### config.mk
export PLATFORM = sky130hd
export DESIGN_NAME = mult_div_unit
export DESIGN_NICKNAME = d
export VERILOG_FILES = /design/src/rtl/mdu_pkg.sv /design/src/rtl/mult_div_unit.sv
export SDC_FILE = /design/constraint.sdc
export NUM_CORES = 1
export LEC_CHECK = 0
export CAP_MARGIN = 20
export CORE_MARGIN = 5
export CORE_UTILIZATION = 37
export DETAILED_ROUTE_END_ITERATION = 8
export HOLD_SLACK_MARGIN = 0.08
export SLEW_MARGIN = 20
export SYNTH_ARGS = -nofsm -noshare
export SYNTH_HDL_FRONTEND = slang
export SYNTH_SLANG_ARGS = --single-unit
### constraint.sdc
create_clock -name clk -period 9.3 [get_ports clk]
set_clock_uncertainty 0.2 [all_clocks]
set_input_delay 1.86 -clock clk [delete_from_list [all_inputs] [get_ports clk]]
set_output_delay 1.86 -clock clk [all_outputs]
set_load 0.02 [all_outputs]
### src/rtl/mdu_pkg.sv
// Shared definitions for the multicycle multiply/divide unit:
// operation encodings and the controller state type.
package mdu_pkg;

    localparam logic [1:0] MDU_MULT  = 2'b00;
    localparam logic [1:0] MDU_MULTU = 2'b01;
    localparam logic [1:0] MDU_DIV   = 2'b10;
    localparam logic [1:0] MDU_DIVU  = 2'b11;

    typedef enum logic [1:0] {
        IDLE = 2'b00,
        RUN  = 2'b01,
        FIX  = 2'b10,
        DONE = 2'b11
    } mdu_state_t;

endpackage

### src/rtl/mult_div_unit.sv
// Radix-2 iterative multiply/divide unit owning the HI/LO register pair.
// Works on operand magnitudes and applies sign correction in a final FIX cycle.
module mult_div_unit #(
    parameter int WIDTH = 32
) (
    input  logic             clk,
    input  logic             reset,
    input  logic             start,
    input  logic [1:0]       op,
    input  logic [WIDTH-1:0] a,
    input  logic [WIDTH-1:0] b,
    output logic             busy,
    output logic             done,
    output logic             div_zero,
    output logic [WIDTH-1:0] hi,
    output logic [WIDTH-1:0] lo
);
    import mdu_pkg::*;

    localparam int CW = $clog2(WIDTH);

    mdu_state_t         state;
    mdu_state_t         next_state;
    logic [CW-1:0]      cnt;
    logic               div_q;
    logic               neg_ab;
    logic               neg_a;
    logic               dz_flag;
    logic [WIDTH-1:0]   operand;
    logic [2*WIDTH-1:0] acc;
    logic [WIDTH-1:0]   hi_q;
    logic [WIDTH-1:0]   lo_q;

    logic               is_div;
    logic               is_signed;
    logic               b_zero;
    logic [WIDTH-1:0]   a_mag;
    logic [WIDTH-1:0]   b_mag;
    logic [WIDTH:0]     mul_sum;
    logic [WIDTH:0]     rem_shift;
    logic [WIDTH:0]     diff;
    logic [2*WIDTH-1:0] acc_next;
    logic [2*WIDTH-1:0] prod_fix;
    logic [WIDTH-1:0]   quot_fix;
    logic [WIDTH-1:0]   rem_fix;
    logic [WIDTH-1:0]   hi_fix;
    logic [WIDTH-1:0]   lo_fix;

    function automatic logic [WIDTH-1:0] negate_w(input logic [WIDTH-1:0] v);
        return {WIDTH{1'b0}} - v;
    endfunction

    // The most negative value maps to 2^(WIDTH-1), which is still exact as unsigned.
    function automatic logic [WIDTH-1:0] magnitude(input logic [WIDTH-1:0] v,
                                                   input logic             sgn);
        return (sgn && v[WIDTH-1]) ? negate_w(v) : v;
    endfunction

    always_comb begin
        is_div    = op[1];
        is_signed = ~op[0];
        b_zero    = (b == {WIDTH{1'b0}});
        a_mag     = magnitude(a, is_signed);
        b_mag     = magnitude(b, is_signed);
    end

    // Multiply keeps the multiplier in the low half; divide keeps {rem, quot}.
    always_comb begin
        mul_sum   = {1'b0, acc[2*WIDTH-1:WIDTH]} + (acc[0] ? {1'b0, operand} : {(WIDTH+1){1'b0}});
        rem_shift = acc[2*WIDTH-1:WIDTH-1];
        diff      = rem_shift - {1'b0, operand};
        acc_next  = {mul_sum, acc[WIDTH-1:1]};
        if (div_q) begin
            if (!diff[WIDTH]) begin
                acc_next = {diff[WIDTH-1:0], acc[WIDTH-2:0], 1'b1};
            end else begin
                acc_next = {acc[2*WIDTH-2:0], 1'b0};
            end
        end
    end

    always_comb begin
        prod_fix = neg_ab ? ({(2*WIDTH){1'b0}} - acc) : acc;
        quot_fix = neg_ab ? negate_w(acc[WIDTH-1:0]) : acc[WIDTH-1:0];
        rem_fix  = neg_a  ? negate_w(acc[2*WIDTH-1:WIDTH]) : acc[2*WIDTH-1:WIDTH];
        hi_fix   = div_q ? rem_fix  : prod_fix[2*WIDTH-1:WIDTH];
        lo_fix   = div_q ? quot_fix : prod_fix[WIDTH-1:0];
    end

    always_ff @(posedge clk or negedge reset) begin
        if (!reset) begin
            state <= IDLE;
        end else begin
            state <= next_state;
        end
    end

    always_comb begin
        next_state = state;
        case (state)
            IDLE: begin
                if (start) begin
                    next_state = (is_div && b_zero) ? DONE : RUN;
                end
            end
            RUN: begin
                if (cnt == CW'(WIDTH-1)) begin
                    next_state = FIX;
                end
            end
            FIX:     next_state = DONE;
            DONE:    next_state = IDLE;
            default: next_state = IDLE;
        endcase
    end

    always_comb begin
        busy     = (state != IDLE);
        done     = (state == DONE);
        div_zero = (state == DONE) && dz_flag;
        hi       = hi_q;
        lo       = lo_q;
    end

    always_ff @(posedge clk or negedge reset) begin
        if (!reset) begin
            cnt     <= '0;
            div_q   <= 1'b0;
            neg_ab  <= 1'b0;
            neg_a   <= 1'b0;
            dz_flag <= 1'b0;
            operand <= '0;
            acc     <= '0;
            hi_q    <= '0;
            lo_q    <= '0;
        end else begin
            case (state)
                IDLE: begin
                    if (start) begin
                        cnt     <= '0;
                        div_q   <= is_div;
                        neg_ab  <= is_signed && (a[WIDTH-1] ^ b[WIDTH-1]);
                        neg_a   <= is_signed && a[WIDTH-1];
                        dz_flag <= is_div && b_zero;
                        if (is_div) begin
                            acc     <= {{WIDTH{1'b0}}, a_mag};
                            operand <= b_mag;
                        end else begin
                            acc     <= {{WIDTH{1'b0}}, b_mag};
                            operand <= a_mag;
                        end
                    end
                end
                RUN: begin
                    acc <= acc_next;
                    cnt <= cnt + 1'b1;
                end
                FIX: begin
                    hi_q <= hi_fix;
                    lo_q <= lo_fix;
                end
                DONE: begin
                    dz_flag <= 1'b0;
                end
                default: ;
            endcase
        end
    end

endmodule

After elaboration in Yosys (flattened, before gate mapping) --
Index checks and enable logic that the tools add are counted.
Cells by class: add/sub/neg operators 8, reduce and logical (&&, ||, !) cells 14, bitwise logic cells 2, equality and inequality tests 6, muxes and demuxes 22
Operators with widths (number):
- two-way mux 32 bit | 9
- two-way mux 64 bit | 4
- case mux 64 bit (2 select lines) | 1
- subtractor 1 x 32 -> 32 bit (first input constant) | 4
- subtractor 1 x 64 -> 64 bit (first input constant) | 1
- adder 32 x 32 -> 33 bit | 1
- subtractor 33 x 32 -> 33 bit | 1
- logical NOT 32 bit | 1
- case mux 5 bit (2 select lines) | 1
- case mux 2 bit (4 select lines) | 1
- AND reduction 2 bit | 4
- two-way mux 2 bit | 3
- nonzero test 2 bit | 3
- adder 5 x 1 -> 5 bit (second input constant) | 1
- == test 5 bit (second input constant) | 1
- logical AND 1 bit | 5
- two-way mux 5 bit | 1
- == test 2 bit (second input constant) | 2
- inequality test 2 bit (second input constant) | 2
- == test 2 x 1 -> 1 bit (second input constant) | 1
- logical NOT 2 bit | 1
- case mux 1 bit (2 select lines) | 1
- two-way mux 1 bit | 1
- inverter 1 bit | 1
- bitwise XOR 1 bit | 1
Word-level totals: input bits 69, flip-flop bits (word level) 171, word-level logic and storage cells 62, output and inout port bits 67

Longest topological paths before layout --
Gate-level depths: netlist of the first run.
depth in word-level cells 6, gate-level depth with buffers 14, depth with buffers taken out 13

Worst setup path after synthesis of the first run --
OpenSTA, ideal clock, no wires.
path kind input to register, start input port b[9], end register acc[30], path buffers 0, data arrival time 4.123 ns, cell stages on the path 8, setup time 0.151 ns, data required time 8.949 ns, path slack 4.827 ns, cell sequence or4_1 > or3_1 > nor4_1 > nand3_1 > o41ai_1 > xnor2_1 > o211ai_1 > o311ai_0
Between the ends: word-level cells in the longest chain between the ends 5
Ends and longest elaborated chain:
- start, declared | RTL line mult_div_unit.sv:11 | input logic [WIDTH-1:0] b,
- subtractor 1 x 32 -> 32 bit | RTL line mult_div_unit.sv:50 | return {WIDTH{1'b0}} - v;
- two-way mux 32 bit | RTL line mult_div_unit.sv:56 | return (sgn && v[WIDTH-1]) ? negate_w(v) : v;
- two-way mux 32 bit | RTL line mult_div_unit.sv:145 | if (is_div) begin
- two-way mux 64 bit | RTL line mult_div_unit.sv:139 | if (start) begin
- case mux 64 bit (2 select lines) | RTL line mult_div_unit.sv:137 | case (state)
- end signal, assigned | RTL line mult_div_unit.sv:146 | acc <= {{WIDTH{1'b0}}, a_mag};
- end signal, assigned | RTL line mult_div_unit.sv:149 | acc <= {{WIDTH{1'b0}}, b_mag};
- end signal, assigned | RTL line mult_div_unit.sv:155 | acc <= acc_next;
- end, declared | RTL line mult_div_unit.sv:30 | logic [2*WIDTH-1:0] acc;
Every way passes these cells. The select of a mux whose other input is x is not followed. A chain may end at the register's enable or synchronous reset.

Worst setup path after layout of the first run --
start input port b[7], end register acc[30]
The elaborated chain is that of the path after synthesis.

==> impl_metrics.csv, run 1 <==
group,metric,value,unit
placement,hpwlAfterDp,38500,um
clocking,clk_latency,0.45,ns
power,pwr-share-comb,64.2,%
finish,mostFrequentLayoutCell,"a21oi_1",
global_routing,grt_pass1_vias,13800,
floorplanning,floorplan.die_area,0.0434,mm2
sta,hold_viol,0,
clocking,cts_buffers,17,
placement,port_buffers,135,
setup_path,cpMaxStageDelayCell,"or4_1",
power,p_total,6.35,mW
clocking,clkSinkCount,171,
floorplanning,start_util,37.5,%
power,power.density,376,mW/mm2
clocking,cts_hold_buf,0,
sta,timing.final.ws_setup,4.25,ns
hold_path,hp-class,"flip-flop to flip-flop",
placement,postPlaceCellArea,0.0163,mm2
route,wl_per_cell,20.6,um
route,dr.pass1.iters,6,
sta,tightest_slew,1.12,ns
clocking,cts_tree,"built",
power,seqPwrFrac,24.2,%
sta,period_needed,5.05,ns
finish,stdcell_count,2444,
power,power_frac_clock,11.6,%
synthesis,synth-seq-cells,171,
setup_path,r2r.worst_path.cells,12,
route,wl,50300,um
clocking,cts_setup_buffers,0,
placement,place_congestion,0.990,
clocking,htree_levels,4,
setup_path,worst_path_largest_cell_delay,0.59,ns
clocking,cts_root_buf,"clkbuf_16",
floorplanning,rows,72,
route,vias,14100,
global_routing,grt_usage,22.5,%
synthesis,ys_types,75,
route,ant_nets,0,
setup_path,end_kind,"flip-flop",
setup_path,crit_start,"b[7]",
sta,timing.hold.ws,0.284,ns
setup_path,cp-start-kind,"input port",
sta,fin_setup_tns,0,ns
clocking,clk_path_buf_depth,2,
global_routing,antenna_found_initial,2,
sta,setup_violations,0,
clocking,postCtsResizedCells,0,
sta,rsz0062_at_grt,"false",
floorplanning,die_h,208,um
synthesis,yosysSeqAreaShare,29.4,%
floorplanning,core_area,0.0387,mm2
setup_path,cp.depth,9,
finish,final_area,0.0169,mm2
sta,slew_viol_final,0,
synthesis,syn_inst,1852,
finish,final_core_util,43.5,%
setup_path,critPathBufInv,1,
synthesis,syn_nets,1997,
global_routing,grt_max_degree,119,
setup_path,r2r-end,"acc[43]",
route,drtIter0Drc,1279,
floorplanning,io-pin-count,136,
setup_path,setup.worst_path.class,"input port to flip-flop",
synthesis,synth_edf_count,0,
synthesis,ys.flop_type,"dfrtp_1",
sta,fmax,198,MHz
power,p_switching,3.26,mW
setup_path,worst-r2r-setup-slack,4.88,ns
finish,syn_to_final_growth,16.0,%
global_routing,grt.overflow.total,0,
power,peakVddDrop,177,uV
setup_path,required,9.38,ns
floorplanning,die_width,208,um
placement,pre_cts_slack,3.83,ns
setup_path,crit_path_end,"acc[30]",
finish,fin_nets,2057,
finish,final_cell_mix,"a21oi_1, nor2_1, dfrtp_1",
synthesis,async_reset_ff_share,100,%
placement,placed_cells,2411,
run,drv_cap,0,
power,swShare,51.3,%
power,p_int,3.09,mW
setup_path,crit_chain,"clkdlybuf4s50_1, or4_1, or3_1, nor4_1, nand3_1, o41ai_1, xnor2_1, o211ai_1, o311ai_0",
synthesis,syn_avg_cell_area,7.85,um2
finish,drive_gt1_share,6.03,%
power,p_leak,6.97,nW
setup_path,crit_fanout,6,
synthesis,ys.warnings.count,0,
status,outcome,"finished clean",
clocking,clk_pin_slew,0.07,ns
sta,relSlewSlack,25.2,%
setup_path,worstPathArrival,5.13,ns
route,vias_per_cell,5.76,
route,drc_errors,0,
global_routing,grt_pass1_wl,78800,um
setup_path,rr_startpoint,"acc[31]",
sta,finalCritPeriodShare,54.3,%
setup_path,critPathTopFamily,"simple AND/OR/NAND/NOR gates",
hold_path,worstHoldStart,"operand[8]",
synthesis,synth_area,0.0145,mm2
cell type report:
| cell class | instances | area, um2 |
|---|---|---|
| antenna | 1 | 2.50 |
| clock buffer | 18 | 439 |
| clock inverter | 14 | 150 |
| fill | 3969 | 21900 |
| inverter | 64 | 240 |
| multi-input combinational | 1511 | 9670 |
| sequential | 171 | 4280 |
| tap | 518 | 648 |
| timing repair buffer | 147 | 1440 |
kinds of logic (layout without fill, tap and decap cells):
| logic type | after synthesis | count (layout) | share of synthesized area (%) |
|---|---|---|---|
| buf+inv | 170 | 243 | 4.41 |
| mux | 79 | 79 | 5.81 |
| other cells | 0 | 1 | 0 |
| compound gates | 579 | 579 | 24.1 |
| xor+xnor | 168 | 168 | 10.1 |
| fa+ha+maj | 76 | 76 | 6.64 |
| simple gates | 609 | 609 | 19.5 |
| flops | 171 | 171 | 29.4 |
cells in the mapped netlist, types with 4 or more instances:
| cell type | n | area (um2) |
|---|---|---|
| o21ai_0 | 153 | 766 |
| nand2b_1 | 23 | 144 |
| nand4_1 | 11 | 68.8 |
| dfrtp_1 | 171 | 4280 |
| ha_1 | 74 | 926 |
| a211o_1 | 4 | 35.0 |
| nor2b_1 | 17 | 106 |
| o211a_1 | 4 | 40.0 |
| or4_1 | 14 | 105 |
| xor2_1 | 73 | 639 |
| and3_1 | 7 | 43.8 |
| xnor2_1 | 95 | 832 |
| o211ai_1 | 15 | 113 |
| a2111oi_0 | 4 | 35.0 |
| a21boi_0 | 6 | 45.0 |
| clkbuf_1 | 91 | 342 |
| a31oi_1 | 11 | 68.8 |
| nand3_1 | 28 | 140 |
| o41ai_1 | 11 | 96.3 |
| o22ai_1 | 4 | 25.0 |
| mux2i_1 | 39 | 390 |
| nor3_1 | 43 | 215 |
| o221ai_1 | 15 | 131 |
| nor2_1 | 218 | 818 |
| o31ai_1 | 25 | 188 |
| or3_1 | 26 | 163 |
| nand2_1 | 164 | 616 |
| buf_1 | 13 | 48.8 |
| mux2_2 | 39 | 439 |
| or2_2 | 8 | 50.1 |
| nor4_1 | 21 | 131 |
| and2_1 | 12 | 75.1 |
| o21a_1 | 7 | 52.6 |
| a22oi_1 | 13 | 97.6 |
| a22o_1 | 5 | 43.8 |
| a21o_1 | 21 | 158 |
| a21oi_1 | 221 | 1110 |
| a211oi_1 | 25 | 188 |
| inv_1 | 62 | 233 |
power groups by stage:
stage | Clock [mW] | Sequential, mW | Combinational (mW)
detailed placement | 0 | 1.55 | 4.02
CTS | 0.743 | 1.54 | 4.04
finish | 0.734 | 1.54 | 4.07
global placement | 0 | 1.54 | 3.99
floorplan | 0 | 1.49 | 2.78
global route | 0.771 | 1.58 | 4.49
worst min path at each step:
stage / cells past startpoint / slack [ns] / endpoint
after floorplan: 2 / 0.25 / operand[10]
after global placement: 2 / 0.27 / operand[19]
after detailed placement: 2 / 0.27 / operand[8]
after CTS: 2 / 0.29 / operand[8]
after global routing: 2 / 0.32 / operand[18]
final: 2 / 0.28 / operand[8]
sequential cells by signal, indices dropped and copies added, names as in the netlist:
| name | flops |
|---|---|
| acc | 64 |
| cnt | 5 |
| div_q | 1 |
| dz_flag | 1 |
| hi | 32 |
| lo | 32 |
| neg_a | 1 |
| neg_ab | 1 |
| operand | 32 |
| state | 2 |
worst register-to-register path: cells and delay by family (launching register included):
family | cells | cell delay (ns)
adders and majority gates | 2 | 0.62
and+or+nand+nor | 1 | 0.21
xor gates and xnor gates | 1 | 0.48
buffers and inverters | 2 | 0.67
muxes | 1 | 0.43
AOI/OAI and AO/OA | 5 | 1.25
DFF | 1 | 0.43
per-layer routing:
metal	GRT usage [%]	vias to the layer above	part of all wire (%)
met3	3.43	90	5.5
met5	0	-	0.014
li1	-	6764	-
met2	36.7	483	46
met4	7.84	2	3.3
met1	30.7	6741	45
(Power assumes the default switching activity.)
==> run 2, diff against run 1 <==
Clock period 9.3 ns to 4.1 ns, I/O delays scaled along.
==> run 2 against run 1 <==
  * First-iteration DRC count down 10%
  * Critical endpoint is now acc[59]
  * Cell area grew 4.0%
  * Utilization up 1.7 points
==> impl_metrics.csv, run 2 (synthesized netlist as in run 1, its figures left out) <==
group,metric,value,unit
placement,placed_cells,2488,
finish,mostFrequentLayoutCell,"a21oi_1",
global_routing,grt_max_degree,95,
setup_path,cpMaxStageDelayCell,"a311o_1",
floorplanning,die_width,208,um
floorplanning,core_area,0.0387,mm2
clocking,cts_root_buf,"clkbuf_16",
power,p_total,15.0,mW
setup_path,worst-r2r-setup-slack,0.15,ns
sta,slew_viol_final,0,
hold_path,hp-class,"input port to async pin",
clocking,cts_tree,"built",
setup_path,cp-start-kind,"flip-flop",
floorplanning,die_h,208,um
finish,largest_reg_flops,64,
global_routing,grt_pass1_wl,82300,um
setup_path,worst_path_largest_cell_delay,0.47,ns
setup_path,required,4.22,ns
sta,fmax,253,MHz
setup_path,end_kind,"flip-flop",
finish,fin_nets,2134,
placement,port_buffers,135,
sta,setup_violations,0,
setup_path,crit_fanout,16,
route,top_layer,"met4",
clocking,cts_buffers,17,
sta,period_needed,3.95,ns
floorplanning,start_util,37.5,%
sta,finalCritPeriodShare,96.3,%
power,peakVddDrop,403,uV
route,drtIter0Drc,1146,
route,vias,14300,
clocking,clk_latency,0.44,ns
finish,final_area,0.0175,mm2
floorplanning,io-pin-count,136,
placement,place_congestion,0.944,
sta,rsz0062_at_grt,"true",
placement,hpwlAfterDp,40900,um
clocking,htree_levels,4,
route,wl_met1,23000,um
global_routing,grt_usage,23.6,%
setup_path,critPathTopFamily,"compound AO/OA/AOI/OAI gates",
run,drv_cap,0,
global_routing,antenna_found_initial,0,
route,wl_per_cell,20.7,um
finish,top_register,"acc",
route,vias_per_cell,5.70,
route,wl,52300,um
route,ant_nets,0,
clocking,postCtsResizedCells,0,
global_routing,grt.overflow.total,0,
placement,postPlaceCellArea,0.0169,mm2
route,wl_met3,2900,um
placement,pre_cts_slack,0.0436,ns
sta,hold_viol,0,
finish,stdcell_count,2519,
sta,tightest_slew,1.06,ns
clocking,cts_setup_buffers,0,
setup_path,critPathBufInv,2,
power,p_leak,7.38,nW
global_routing,grt_pass1_vias,14200,
setup_path,crit_chain,"inv_1, buf_4, nor2_1, ha_1, a21oi_1, nor2_1, a211o_1, o21ai_0, o21ai_0, a311o_1, or4_1, nand3_1, o31ai_1",
clocking,clk_pin_slew,0.07,ns
status,outcome,"finished clean",
setup_path,rr_startpoint,"acc[0]",
finish,drive_gt1_share,9.60,%
setup_path,r2r.worst_path.cells,13,
finish,antenna_cells,0,
clocking,clkSinkCount,171,
clocking,cts_hold_buf,0,
setup_path,r2r-end,"acc[59]",
floorplanning,rows,72,
setup_path,worstPathArrival,4.07,ns
finish,final_cell_mix,"a21oi_1, nor2_1, dfrtp_1",
finish,syn_to_final_growth,20.6,%
floorplanning,floorplan.die_area,0.0434,mm2
sta,timing.final.ws_setup,0.151,ns
sta,relSlewSlack,29.0,%
setup_path,setup.worst_path.class,"flip-flop to flip-flop",
route,dr_wl_met2,24200,um
route,dr.pass1.iters,5,
route,drc_errors,0,
clocking,clk_path_buf_depth,2,
power,power.density,857,mW/mm2
[run 2: through the flow]
step / utilization [%] / TNS [ns] / hold slack [ns]
after floorplan: - / 0 / 0.250
after global placement: 43.6 / 0 / 0.263
final: 45.3 / 0 / 0.167
after global routing: 45.3 / -0.00388 / 0.191
after detailed placement: 43.6 / 0 / 0.274
after CTS: 45.3 / 0 / 0.165
[run 2: where the power goes]
group	switching [mW]	internal (mW)
logic	5.86	4.05
registers	0.848	2.46
clock network	0.776	1.04
[run 2: layer usage]
layer | GRT usage, % | vias to the layer above
li1 | - | 6932
met5 | 0 | -
met1 | 31.8 | 6829
met3 | 3.45 | 81
met2 | 38.4 | 506
met4 | 9.31 | 0
[run 2: worst max-delay path by stage]
stage	startpoint	to	slack [ns]	cells after the start
6_report	acc[0]	acc[59]	0.15	13
5_1_grt	acc[0]	acc[59]	-0.004	13
4_1_cts	acc[0]	acc[59]	0.20	13
3_5_place_dp	b[9]	acc[29]	0.04	10
3_3_place_gp	b[9]	acc[29]	0.08	10
2_1_floorplan	b[9]	acc[30]	0.67	8
[run 2: layout make-up]
type	count	area, um2
multi-input combinational	1511	9660
clock buffer	18	429
inverter	64	240
timing repair buffer	224	2070
sequential	171	4280
fill	3877	21200
clock inverter	13	208
tap	518	648
